$ cat src/rtl/vga_scanout.sv
// VGA scan-out timing controller: paces a pixel source, generates sync and drives
// blanked RGB through a 2-stage aligned pipeline. Define VGASCAN_MODECHECK_EN for mode validation.
module vga_scanout #(
  parameter int BITS_PER_COLOR = 4,
  parameter int HW             = 12,
  parameter int VW             = 12
) (
  input  logic                          i_pixclk,
  input  logic                          i_reset_n,
  input  logic [HW-1:0]                 i_hm_width,
  input  logic [HW-1:0]                 i_hm_porch,
  input  logic [HW-1:0]                 i_hm_synch,
  input  logic [HW-1:0]                 i_hm_raw,
  input  logic [VW-1:0]                 i_vm_height,
  input  logic [VW-1:0]                 i_vm_porch,
  input  logic [VW-1:0]                 i_vm_synch,
  input  logic [VW-1:0]                 i_vm_raw,
  output logic                          o_rd,
  output logic                          o_newline,
  output logic                          o_newframe,
  input  logic [3*BITS_PER_COLOR-1:0]   i_pixel,
  output logic                          o_hsync,
  output logic                          o_vsync,
  output logic [BITS_PER_COLOR-1:0]     o_red,
  output logic [BITS_PER_COLOR-1:0]     o_grn,
  output logic [BITS_PER_COLOR-1:0]     o_blu,
  output logic                          o_err
);

  localparam int BPC = BITS_PER_COLOR;

  typedef enum logic {ST_LOAD, ST_RUN} state_e;

  state_e        state_q;
  logic [HW-1:0] hwidth_q, hporch_q, hsynch_q, hraw_q;
  logic [VW-1:0] vheight_q, vporch_q, vsynch_q, vraw_q;
  logic [HW-1:0] hpos_q, hpos_d;
  logic [VW-1:0] vpos_q, vpos_d;
  logic          h_last, v_last, frame_end, mode_ok;

  logic          rd_q, newline_q, newframe_q, hs_act_q, vs_act_q;
  logic          rd_p_q, hs_p_q, vs_p_q, hsync_q, vsync_q;
  logic [BPC-1:0] red_q, grn_q, blu_q;

  always_comb begin
    h_last    = (hpos_q == hraw_q - HW'(1));
    v_last    = (vpos_q == vraw_q - VW'(1));
    frame_end = h_last && v_last;
    hpos_d    = h_last ? '0 : hpos_q + HW'(1);
    // NOTE: vpos_d gets a default before the conditional so no path leaves it unassigned (no latch).
    vpos_d    = vpos_q;
    if (h_last) vpos_d = v_last ? '0 : vpos_q + VW'(1);
  end

`ifdef VGASCAN_MODECHECK_EN
  assign mode_ok = (i_hm_width  < i_hm_porch) && (i_hm_porch <= i_hm_synch) &&
                   (i_hm_synch <= i_hm_raw)   &&
                   (i_vm_height < i_vm_porch) && (i_vm_porch <= i_vm_synch) &&
                   (i_vm_synch <= i_vm_raw);
`else
  assign mode_ok = 1'b1;
`endif

  // Timing FSM: counters, shadow mode registers and registered strobes.
  always_ff @(posedge i_pixclk or negedge i_reset_n) begin
    if (!i_reset_n) begin
      state_q    <= ST_LOAD;
      hwidth_q   <= '0;
      hporch_q   <= '0;
      hsynch_q   <= '0;
      hraw_q     <= '0;
      vheight_q  <= '0;
      vporch_q   <= '0;
      vsynch_q   <= '0;
      vraw_q     <= '0;
      hpos_q     <= '0;
      vpos_q     <= '0;
      rd_q       <= 1'b0;
      newline_q  <= 1'b0;
      newframe_q <= 1'b0;
      hs_act_q   <= 1'b0;
      vs_act_q   <= 1'b0;
    end else begin
      // NOTE: non-blocking assignments throughout so every register sees pre-edge values.
      unique case (state_q)
        ST_LOAD: begin
          hwidth_q   <= i_hm_width;
          hporch_q   <= i_hm_porch;
          hsynch_q   <= i_hm_synch;
          hraw_q     <= i_hm_raw;
          vheight_q  <= i_vm_height;
          vporch_q   <= i_vm_porch;
          vsynch_q   <= i_vm_synch;
          vraw_q     <= i_vm_raw;
          hpos_q     <= '0;
          vpos_q     <= '0;
          rd_q       <= 1'b0;
          newline_q  <= 1'b1;
          newframe_q <= 1'b1;
          hs_act_q   <= 1'b0;
          vs_act_q   <= 1'b0;
          if (mode_ok) state_q <= ST_RUN;
        end
        ST_RUN: begin
          rd_q       <= (hpos_q < hwidth_q) && (vpos_q < vheight_q);
          newline_q  <= h_last;
          newframe_q <= frame_end;
          hs_act_q   <= (hpos_q >= hporch_q) && (hpos_q < hsynch_q);
          vs_act_q   <= (vpos_q >= vporch_q) && (vpos_q < vsynch_q);
          hpos_q     <= hpos_d;
          vpos_q     <= vpos_d;
          // Mode inputs only take effect at the frame boundary.
          if (frame_end) begin
            hwidth_q  <= i_hm_width;
            hporch_q  <= i_hm_porch;
            hsynch_q  <= i_hm_synch;
            hraw_q    <= i_hm_raw;
            vheight_q <= i_vm_height;
            vporch_q  <= i_vm_porch;
            vsynch_q  <= i_vm_synch;
            vraw_q    <= i_vm_raw;
            if (!mode_ok) state_q <= ST_LOAD;
          end
        end
      endcase
    end
  end

  // Pixel returns one cycle after o_rd; sync gets the same two stages to stay aligned.
  always_ff @(posedge i_pixclk or negedge i_reset_n) begin
    if (!i_reset_n) begin
      rd_p_q  <= 1'b0;
      hs_p_q  <= 1'b0;
      vs_p_q  <= 1'b0;
      hsync_q <= 1'b1;
      vsync_q <= 1'b1;
      red_q   <= '0;
      grn_q   <= '0;
      blu_q   <= '0;
    end else begin
      rd_p_q  <= rd_q;
      hs_p_q  <= hs_act_q;
      vs_p_q  <= vs_act_q;
      hsync_q <= ~hs_p_q;
      vsync_q <= ~vs_p_q;
      if (rd_p_q) begin
        red_q <= i_pixel[3*BPC-1:2*BPC];
        grn_q <= i_pixel[2*BPC-1:BPC];
        blu_q <= i_pixel[BPC-1:0];
      end else begin
        red_q <= '0;
        grn_q <= '0;
        blu_q <= '0;
      end
    end
  end

`ifdef VGASCAN_MODECHECK_EN
  logic err_q;

  always_ff @(posedge i_pixclk or negedge i_reset_n) begin
    if (!i_reset_n) begin
      err_q <= 1'b0;
    end else if (state_q == ST_LOAD) begin
      err_q <= !mode_ok;
    end else if (frame_end && !mode_ok) begin
      err_q <= 1'b1;
    end
  end

  assign o_err = err_q;
`else
  assign o_err = 1'b0;
`endif

  assign o_rd       = rd_q;
  assign o_newline  = newline_q;
  assign o_newframe = newframe_q;
  assign o_hsync    = hsync_q;
  assign o_vsync    = vsync_q;
  assign o_red      = red_q;
  assign o_grn      = grn_q;
  assign o_blu      = blu_q;

endmodule

$ cat config.mk
export PLATFORM = sky130hd
export DESIGN_NAME = vga_scanout
export DESIGN_NICKNAME = d
export VERILOG_FILES = /design/src/rtl/vga_scanout.sv
export SDC_FILE = /design/constraint.sdc
export NUM_CORES = 1
export LEC_CHECK = 0
export ABC_CLOCK_PERIOD_IN_PS = 5050
export CORE_UTILIZATION = 54
export CTS_CLUSTER_DIAMETER = 100
export CTS_CLUSTER_SIZE = 12
export DETAILED_ROUTE_END_ITERATION = 8
export GPL_TIMING_DRIVEN = 0
export MAX_ROUTING_LAYER = met4
export PLACE_DENSITY = 0.76
export SYNTH_ARGS = -nofsm -noshare
export SYNTH_HDL_FRONTEND = slang
export SYNTH_SLANG_ARGS = --single-unit
$ cat constraint.sdc
create_clock -name i_pixclk -period 5.05 [get_ports i_pixclk]
set_clock_uncertainty 0.15 [all_clocks]
set_input_delay 1.515 -clock i_pixclk [delete_from_list [all_inputs] [get_ports i_pixclk]]
set_output_delay 1.515 -clock i_pixclk [all_outputs]
set_load 0.03 [all_outputs]
==> results of run 1 <==
-- critical path: cells and delay by family, from the launching register on --
family | cells | cell delay, ns
fa+ha+maj | 1 | 0.21
xor+xnor | 1 | 0.08
flops | 1 | 0.45
buf+inv | 4 | 0.72
compound gates | 1 | 0.23
mux | 1 | 0.35
simple gates | 4 | 1.72
-- layout make-up --
cell class	count	area, um2	area share (%)
buffer	27	140	1.37
clock buffer	19	443	4.32
clock inverter	13	282	2.75
inverter	83	312	3.04
multi-input combinational	471	3980	38.8
sequential	143	3580	34.9
tap	184	230	2.25
timing repair buffer	127	1290	12.6
-- where the power goes --
part | internal (W) | leakage [nW] | switching [W] | total, W
sequential | 0.00123 | 1.75 | 0.0000686 | 0.00130
clock | 0.00104 | 0.344 | 0.000486 | 0.00153
combinational | 0.000241 | 2.77 | 0.000185 | 0.000426
-- kinds of logic (layout without fill, tap and decap cells) --
kind of cell             after synthesis  count (layout)
AND/OR/NAND/NOR                      162             162
flip-flops                           143             143
buffers and inverters                110             269
AO/OA/AOI/OAI                         98              98
multiplexers                          96              96
adder cells (fa/ha/maj)               72              72
XOR/XNOR                              41              41
other                                  2               2
-- synth_stat cells, drive strengths merged, types with 16 or more instances --
| library cell | number | area share (%) |
|---|---|---|
| nand2b | 17 | 1.3 |
| dfrtp | 141 | 44 |
| nand2 | 23 | 1.1 |
| a21oi | 17 | 1.1 |
| nor2 | 22 | 1.0 |
| mux2 | 96 | 13 |
| xor2 | 19 | 2.1 |
| inv | 83 | 3.9 |
| ha | 72 | 11 |
| xnor2 | 21 | 2.3 |
| nand3 | 16 | 1.0 |
| a21o | 22 | 2.1 |
-- stage by stage --
step                hold WS, ns  utilization [%]  power, W
detailed placement        0.188             65.8   0.00175
global route              0.219             70.8   0.00340
floorplan                 0.181                -   0.00155
CTS                       0.200             70.8   0.00329
global placement          0.192             65.6   0.00172
finish                    0.199             70.8   0.00326
-- metal layers --
layer  track usage (%)  vias to the layer above
met3              4.21                       16
li1                  -                     2825
met4              10.8                        0
met2              43.9                      133
met1              32.6                     2890
met5                 -                        -
-- final timing paths --
check                           cells past startpoint  slack (ns)      start     endpoint
min in group asynchronous                           1        0.94  i_reset_n  hporch_q[1]
worst max register to register                     12        1.02  vraw_q[0]  hwidth_q[5]
worst min register to register                      1        0.20     vs_p_q      o_vsync
worst max-delay path                               12        1.02  vraw_q[0]  hwidth_q[5]
worst min-delay path                                1        0.20     vs_p_q      o_vsync
max in group asynchronous                           2        3.01  i_reset_n      o_vsync
==> results by group, run 1 <==
Status
  – Status: finished, final reports clean

GRT
  – Initial antenna violation count: 0
  – Largest net degree at the start of global routing: 78
  – First-pass GRT wire length: 29800 um
  – Total congestion overflow: 0
  – Vias in the first global route: 6127
  – Aggregate global-route resource usage: 26.6%

Final layout
  – Filler cells: 1024
  – Most common cell after layout, fill and taps aside: dfrtp_1
  – Non-Filler Instances: 1067
  – Most frequent cells in the layout: dfrtp_1, clkdlybuf4s50_1, inv_1, ha_1, mux2_2
  – Area growth, synth to finish: 28.0%
  – Final non-filler cell area: 0.0103 mm2
  – Fin nets: 1052
  – Layout cells sized above 1: 14.3%
  – N_diodes: 0

Clock tree
  – CTS tree: built
  – Htree depth: 4
  – # Post-CTS Setup Buffers: 0
  – Clock transition at the registers of the reported paths: 0.06 ns
  – Clk sink count: 143
  – Hold buffer count at CTS: 0
  – CTS buffer count: 17
  – Bufs on Longest Clock Path: 2
  – Clock root cell: clkbuf_16
  – Skew-Pair Late Insertion Delay: 0.42 ns
  – # resized after CTS: 0

Detailed routing
  – WL per Instance: 17.1 um
  – Top Layer Used: met4
  – Drt drc: 0
  – Number of DRC markers in iteration 0: 389
  – Met2 routed WL: 9320 um
  – Metal3 WL: 735 um
  – Routed vias/inst: 5.50
  – Met1 wire length: 7960 um
  – Detail Route Antenna Nets: 0
  – DRT Wirelength: 18200 um
  – First-pass DRT Iterations: 4
  – Vias: 5864

Synthesis
  – Synth Area in Simple Gates: 11.7%
  – FF+latch count, synth: 143
  – Post-synthesis mux area share: 13.5%
  – Synthesis Warnings: 0
  – Count of flip-flops with a built-in enable after synthesis: 0
  – Top_reg_cell synth: dfrtp_1
  – Distinct cells, synth: 58
  – Post-synthesis compound-gate area fraction: 8.40%
  – Syn Std Cell Area: 0.00801 mm2
  – Adder-cell share of the synthesized area: 11.2%
  – Syn_area_per_cell: 11.1 um2
  – Ys async rst share: 100%
  – Largest family of logic cells by synthesized area: multiplexers
  – Synthesized instance count: 724
  – Synthesized net count: 906
  – Seq/Total Area, Yosys: 44.7%
  – Synth Area in XOR/XNOR: 4.66%

Critical path
  – Crit-path max cell delay: 0.55 ns
  – Most Frequent Cell on Critical Path: or4_1
  – CP Max Fanout: 10
  – Worst EP required: 5.19 ns
  – Startpoint Class: flip-flop
  – CP Data Arrival Time: 4.18 ns
  – CP Capture Type: flip-flop
  – CP max stage cell: or4b_1
  – Kind of critical path: flip-flop to flip-flop
  – CP cell instances: inv_1 > ha_1 > or4b_1 > nor3_2 > xnor2_1 > or4_1 > or4_1 > buf_2 > o21ai_4 > buf_4 > buf_6 > mux2_1

Timing
  – Fmax: 248 MHz
  – Final Hold Vio Count: 0
  – RSZ-0062 raised after global routing: no
  – Setup_tns: 0 ns
  – Min Tclk post-route: 4.03 ns
  – Slew margin rel.: 41.5%
  – Post-route worst setup slack: 1.02 ns
  – Final Cycle Share: 79.8%
  – Worst Max-Slew Pin Slew: 0.870 ns
  – Max Slew Vio Count: 0
  – # setup viols final: 0

Power and ir drop
  – Leakage: 4.86 nW
  – Power density of the placed cells: 318 mW/mm2
  – Peak VDD IR: 0.237 mV

Floorplanning
  – Die ar.: 0.0153 mm2
  – Die W: 124 um
  – Core area: 0.0145 mm2
  – Die height: 124 um
  – Row count: 44
  – # IOs: 128
  – Initial Util: 55.3%

Placed design
  – Buffers on Ports: 126
  – DP Worst Slack: 1.03 ns
  – Placed insts: 1035
  – RePlAce Congestion: 0.860
  – Area post-placement: 0.00953 mm2
  – HPWL after DPL: 13500 um

Run
  – Max Cap Viol: 0

Min path
  – Worst min path class: flip-flop to flip-flop
(Power assumes the default switching activity.)
==> inputs of run 2 (changes only) <==
ABC_CLOCK_PERIOD_IN_PS = 3800   (was 5050)
clock period = 3.8 ns   (was 5.05 ns; I/O delays follow)
==> run 2 against run 1 <==
Wire length up 2.7%; setup slack worse by 0.96 ns; first-iteration DRC count down 5.1%; global-route usage up 0.39 points; sequential power up 33%; clock power up 33%; critical path type unchanged; critical endpoint is now vraw_q[10]; largest power group unchanged; highest routed layer unchanged.
==> results by group, run 2 (same netlist as run 1, synthesis figures left out) <==
Clock tree
  – CTS tree: built (unchanged)
  – Bufs on Longest Clock Path: 2 (unchanged)
  – Clock transition at the registers of the reported paths: 0.06 ns (about the same)
  – Skew-Pair Late Insertion Delay: 0.42 ns (about the same)
  – Clock root cell: clkbuf_16 (unchanged)
  – CTS buffer count: 17 (unchanged)
  – Hold buffer count at CTS: 0 (unchanged)
  – Clk sink count: 143 (unchanged)
  – Htree depth: 4 (unchanged)

Final layout
  – Most common cell after layout, fill and taps aside: dfrtp_1 (unchanged)
  – Layout cells sized above 1: 16.8% (was 14.3%)
  – Most frequent cells in the layout: dfrtp_1, clkdlybuf4s50_1, inv_1, ha_1, mux2_2 (unchanged)
  – Fin nets: 1063 (was 1052)
  – Final non-filler cell area: 0.0105 mm2 (was 0.0103 mm2)
  – N_diodes: 0 (unchanged)
  – Area growth, synth to finish: 30.9% (was 28.0%)

GRT
  – Initial antenna violation count: 0 (unchanged)
  – Largest net degree at the start of global routing: 78 (unchanged)
  – Aggregate global-route resource usage: 27.0% (was 26.6%)
  – First-pass GRT wire length: 30200 um (was 29800 um)
  – Vias in the first global route: 6204 (was 6127)
  – Total congestion overflow: 0 (unchanged)

Placed design
  – RePlAce Congestion: 0.860 (unchanged)
  – Buffers on Ports: 126 (unchanged)
  – Area post-placement: 0.00953 mm2 (unchanged)
  – DP Worst Slack: -0.218 ns (was 1.03 ns)
  – HPWL after DPL: 13500 um (unchanged)

Detailed routing
  – Top Layer Used: met4 (unchanged)
  – Met1 wire length: 8150 um (was 7960 um)
  – Metal3 WL: 732 um (was 735 um)
  – DRT Wirelength: 18700 um (was 18200 um)
  – WL per Instance: 17.3 um (was 17.1 um)
  – First-pass DRT Iterations: 5 (was 4)
  – Vias: 5943 (was 5864)
  – Detail Route Antenna Nets: 0 (unchanged)
  – Met2 routed WL: 9560 um (was 9320 um)
  – Drt drc: 0 (unchanged)
  – Routed vias/inst: 5.51 (was 5.50)
  – Number of DRC markers in iteration 0: 369 (was 389)

Floorplanning
  – Initial Util: 55.3% (unchanged)
  – # IOs: 128 (unchanged)
  – Die height: 124 um (unchanged)
  – Die W: 124 um (unchanged)
  – Core area: 0.0145 mm2 (unchanged)
  – Row count: 44 (unchanged)
  – Die ar.: 0.0153 mm2 (unchanged)

Timing
  – Hold WS: 0.199 ns (about the same)
  – Min Tclk post-route: 3.74 ns (was 4.03 ns)
  – # setup viols final: 0 (unchanged)
  – Final Cycle Share: 98.4% (was 79.8%)
  – Fmax: 267 MHz (was 248 MHz)
  – Worst Max-Slew Pin Slew: 0.645 ns (was 0.870 ns)
  – Final Hold Vio Count: 0 (unchanged)
  – Slew margin rel.: 57.0% (was 41.5%)
  – Max Slew Vio Count: 0 (unchanged)
  – Post-route worst setup slack: 0.0608 ns (was 1.02 ns)

Power and ir drop
  – Internal power: 0.00337 W (was 0.00252 W)
  – Sw Ratio: 22.9% (was 22.7%)
  – Clk pwr share: 46.6% (was 47.0%)
  – Comb pwr share: 13.8% (was 13.1%)
  – Leakage: 4.99 nW (was 4.86 nW)
  – Sequential power share: 39.6% (was 40.0%)
  – Power density of the placed cells: 417 mW/mm2 (was 318 mW/mm2)
  – Sw power: 0.00100 W (was 0.000740 W)
  – Peak VDD IR: 0.328 mV (was 0.237 mV)

Min path
  – Hold Crit Start: vs_p_q (unchanged)
  – Worst min path class: flip-flop to flip-flop (unchanged)

Run
  – Max Cap Viol: 0 (unchanged)

Critical path
  – Reg2reg start: vraw_q[0] (unchanged)
  – Worst EP required: 3.95 ns (was 5.19 ns)
  – CP Capture Type: flip-flop (unchanged)
  – Crit-path max cell delay: 0.59 ns (was 0.55 ns)
  – CP max stage cell: or4_4 (was or4b_1)
  – Crit path max-delay family: simple AND/OR/NAND/NOR gates (unchanged)
  – Kind of critical path: flip-flop to flip-flop (unchanged)
  – CP Max Fanout: 10 (unchanged)
  – Worst Setup SP: vraw_q[0] (unchanged)
  – Buf/Inv on CP: 3 (was 4)
  – CP Data Arrival Time: 3.89 ns (was 4.18 ns)
  – Startpoint Class: flip-flop (unchanged)
  – CP cell instances: inv_1 > ha_2 > or4b_4 > or4_4 > o311ai_4 > nor2_2 > or4_4 > o21ai_4 > buf_4 > buf_4 > mux2_2 (was inv_1 > ha_1 > or4b_1 > nor3_2 > xnor2_1 > or4_1 > or4_1 > buf_2 > o21ai_4 > buf_4 > buf_6 > mux2_1)

Status
  – Status: finished, final reports clean (unchanged)
[run 2: cell count changes in the layout (fill, tap and decap cells not counted), sizes merged]
| cell | delta |
|---|---|
| buf | +11 |
| bufbuf | +1 |
| clkbuf | -1 |
[run 2: worst paths after layout]
| path | end | slack [ns] | depth (start not counted) |
|---|---|---|---|
| worst max-delay path | vraw_q[10] | 0.06 | 11 |
| worst min-delay path | o_vsync | 0.20 | 1 |
| worst max register to register | vraw_q[10] | 0.06 | 11 |
| worst min register to register | o_vsync | 0.20 | 1 |
| max in group asynchronous | o_vsync | 2.15 | 2 |
| min in group asynchronous | hporch_q[1] | 0.55 | 1 |
[run 2: power groups by stage]
stage | sequential, W | combinational, W | clock, W
after floorplan | 0.00174 | 0.000317 | 0
after global placement | 0.00175 | 0.000539 | 0
after detailed placement | 0.00176 | 0.000566 | 0
after CTS | 0.00173 | 0.000598 | 0.00207
after global routing | 0.00175 | 0.000669 | 0.00215
final | 0.00173 | 0.000602 | 0.00204
[run 2: layout make-up]
class                      count  area (um2)
buffer                        25         166
inverter                      83         312
clock inverter                13         282
multi-input combinational    471        4040
sequential                   143        3580
fill                        1013        4000
clock buffer                  19         443
timing repair buffer         140        1430
tap                          184         230
[run 2: stage by stage]
step | TNS (ns) | util (%) | std cells | power [W]
floorplan | 0 | - | 724 | 0.00206
global placement | -576.72 | 65.6 | 1034 | 0.00229
detailed placement | -11.90 | 65.8 | 1035 | 0.00232
CTS | 0 | 71.9 | 1075 | 0.00439
global route | -0.0131 | 72.4 | 1078 | 0.00456
finish | 0 | 72.4 | 1078 | 0.00437
[run 2: layer usage]
metal	track usage, %	vias up
li1	-	2844
met1	33.2	2937
met2	44.3	144
met3	4.30	18
met4	11.3	0
met5	-	-
[run 2: worst reg2reg max path: stages, from the launching register on]
cell	delay (ns)
dfrtp_2	0.43
inv_1	0.07
ha_2	0.19
or4b_4	0.51
or4_4	0.55
o311ai_4	0.09
nor2_2	0.08
or4_4	0.59
o21ai_4	0.20
buf_4	0.17
buf_4	0.21
mux2_2	0.37
[run 2: what timing repair did]
action                     CTS  global route
gates cloned                 1             0
resized for setup           17            14
pin swaps                    2             4
setup endpoints to repair   96           116
setup buffers                7             5
==> inputs of run 3 (changes only) <==
CORE_UTILIZATION = 63   (was 54)
DONT_BUFFER_PORTS = 1   (was default)
PLACE_DENSITY = 0.75   (was 0.76)
==> run 3 against run 2 <==
Flip-flop and latch count stayed put; first-iteration DRC count shrank 1.1%; maximum frequency up 0.67%; critical endpoint is now hporch_q[4].
==> results by group, run 3 (same netlist as run 1, synthesis figures left out) <==
Floorplanning
  – Initial Util: 65.6% (was 55.3%)
  – # IOs: 128 (unchanged)
  – Die height: 115 um (was 124 um)
  – Core area: 0.0122 mm2 (was 0.0145 mm2)
  – Die W: 115 um (was 124 um)
  – Row count: 40 (was 44)
  – Die ar.: 0.0132 mm2 (was 0.0153 mm2)

Placed design
  – Buffers on Ports: 0 (was 126)
  – Area post-placement: 0.00822 mm2 (was 0.00953 mm2)
  – DP Worst Slack: -0.260 ns (was -0.218 ns)
  – HPWL after DPL: 12200 um (was 13500 um)
  – RePlAce Congestion: 0.825 (was 0.860)

Timing
  – Max Slew Vio Count: 0 (unchanged)
  – Min Tclk post-route: 3.71 ns (was 3.74 ns)
  – Final Hold Vio Count: 0 (unchanged)
  – Worst Max-Slew Pin Slew: 0.693 ns (was 0.645 ns)
  – # setup viols final: 0 (unchanged)
  – Fmax: 269 MHz (was 267 MHz)
  – Slew margin rel.: 52.6% (was 57.0%)
  – Final Cycle Share: 97.7% (was 98.4%)
  – Hold WS: 0.196 ns (was 0.199 ns)
  – Post-route worst setup slack: 0.0856 ns (was 0.0608 ns)

GRT
  – First-pass GRT wire length: 28000 um (was 30200 um)
  – Largest net degree at the start of global routing: 144 (was 78)
  – Vias in the first global route: 5694 (was 6204)
  – Initial antenna violation count: 2 (was 0)
  – Aggregate global-route resource usage: 29.3% (was 27.0%)
  – Total congestion overflow: 0 (unchanged)

Final layout
  – Fin nets: 932 (was 1063)
  – Final non-filler cell area: 0.00898 mm2 (was 0.0105 mm2)
  – Layout cells sized above 1: 17.7% (was 16.8%)
  – Most common cell after layout, fill and taps aside: dfrtp_1 (unchanged)
  – Most frequent cells in the layout: dfrtp_1, inv_1, ha_1, mux2_2, mux2_1 (was dfrtp_1, clkdlybuf4s50_1, inv_1, ha_1, mux2_2)
  – Area growth, synth to finish: 12.2% (was 30.9%)

Power and ir drop
  – Power density of the placed cells: 425 mW/mm2 (was 417 mW/mm2)
  – Leakage: 4.38 nW (was 4.99 nW)
  – PnR Total Power: 0.00382 W (was 0.00437 W)
  – Peak VDD IR: 0.382 mV (was 0.328 mV)

Clock tree
  – Skew-Pair Late Insertion Delay: 0.42 ns (about the same)
  – CTS tree: built (unchanged)
  – Clock root cell: clkbuf_16 (unchanged)
  – Hold buffer count at CTS: 0 (unchanged)
  – Clk sink count: 143 (unchanged)
  – Bufs on Longest Clock Path: 2 (unchanged)
  – Htree depth: 4 (unchanged)
  – Clock transition at the registers of the reported paths: 0.05 ns (was 0.06 ns)
  – CTS buffer count: 17 (unchanged)

Critical path
  – CP Data Arrival Time: 3.86 ns (was 3.89 ns)
  – Startpoint Class: flip-flop (unchanged)
  – CP Capture Type: flip-flop (unchanged)
  – Worst EP required: 3.95 ns (about the same)
  – CP Max Fanout: 5 (was 10)
  – Kind of critical path: flip-flop to flip-flop (unchanged)

Run
  – Max Cap Viol: 0 (unchanged)

Detailed routing
  – Drt drc: 0 (unchanged)
  – DRT Wirelength: 17200 um (was 18700 um)
  – Vias: 5520 (was 5943)
  – Detail Route Antenna Nets: 0 (unchanged)
  – Number of DRC markers in iteration 0: 365 (was 369)
  – WL per Instance: 18.4 um (was 17.3 um)
  – Routed vias/inst: 5.92 (was 5.51)
  – First-pass DRT Iterations: 5 (unchanged)

Status
  – Status: finished, final reports clean (unchanged)

Min path
  – Worst min path class: flip-flop to flip-flop (unchanged)
-- run 3: cell count changes in the layout (fill, tap and decap cells not counted), moves of 2 or more --
cell             change
clkdlybuf4s50_1    -125
clkbuf_1             +6
bufinv_16            -5
buf_4                -4
clkinv_2             +2
diode_2              +2
inv_1                -2
inv_2                +2
inv_6                -2
-- run 3: path summary, 6_finish.rpt --
| path | startpoint | endpoint | slack (ns) | cells after the start |
|---|---|---|---|---|
| worst max register to register | vraw_q[1] | hporch_q[4] | 0.09 | 11 |
| max in group asynchronous | i_reset_n | o_hsync | 2.86 | 0 |
| min in group asynchronous | i_reset_n | hraw_q[3] | 0.27 | 0 |
| worst min-delay path | vs_act_q | vs_p_q | 0.20 | 0 |
| worst min register to register | vs_act_q | vs_p_q | 0.20 | 0 |
| worst max-delay path | vraw_q[1] | hporch_q[4] | 0.09 | 11 |
-- run 3: per-layer routing --
metal  GRT usage [%]  share of wire [%]  vias up
met5               -                  0        -
met4            10.2                1.6        0
met3            8.33                6.0       28
met2            46.1                 48      180
met1            36.4                 44     2721
li1                -                  -     2591
-- run 3: worst max-delay path, stage by stage (launching register included) --
cell and delay, ns:
dfrtp_1 0.42, inv_2 0.09, ha_4 0.14, or4b_4 0.51, or2_2 0.31, o311ai_0 0.33, nor2_1 0.10, or4_4 0.58
o21ai_4 0.22, buf_8 0.17, bufbuf_16 0.26, mux2_1 0.31
-- run 3: final cells by class --
| cell class | count | area [um2] |
|---|---|---|
| Sequential cell | 143 | 3580 |
| Clock inverter | 6 | 108 |
| Multi-Input combinational cell | 471 | 4020 |
| Fill cell | 881 | 3230 |
| Buffer | 25 | 165 |
| Tap cell | 168 | 210 |
| Clock buffer | 25 | 475 |
| Timing Repair Buffer | 9 | 105 |
| Inverter | 83 | 312 |
| Antenna cell | 2 | 5.00 |
-- run 3: stage by stage --
| stage | util, % | instances | TNS [ns] |
|---|---|---|---|
| 5_1_grt | 73.6 | 932 | -0.00133 |
| 3_3_place_gp | 67.3 | 892 | -8.82 |
| 2_1_floorplan | - | 724 | 0 |
| 4_1_cts | 73.3 | 929 | 0 |
| 3_5_place_dp | 67.3 | 892 | -14.58 |
| 6_report | 73.6 | 932 | 0 |
-- run 3: report_power, final --
part	internal, W	leakage (nW)	switching (W)
registers	0.00164	1.74	0.000112
clock network	0.00106	0.281	0.000591
logic	0.000225	2.36	0.000186
-- run 3: timing repair --
item | 4_1_cts | 5_1_grt
cloned | 1 | 0
setup buffers | 6 | 2
pin swaps | 2 | 4
resized for setup | 18 | 7
endpoints found under the setup margin | 96 | 91
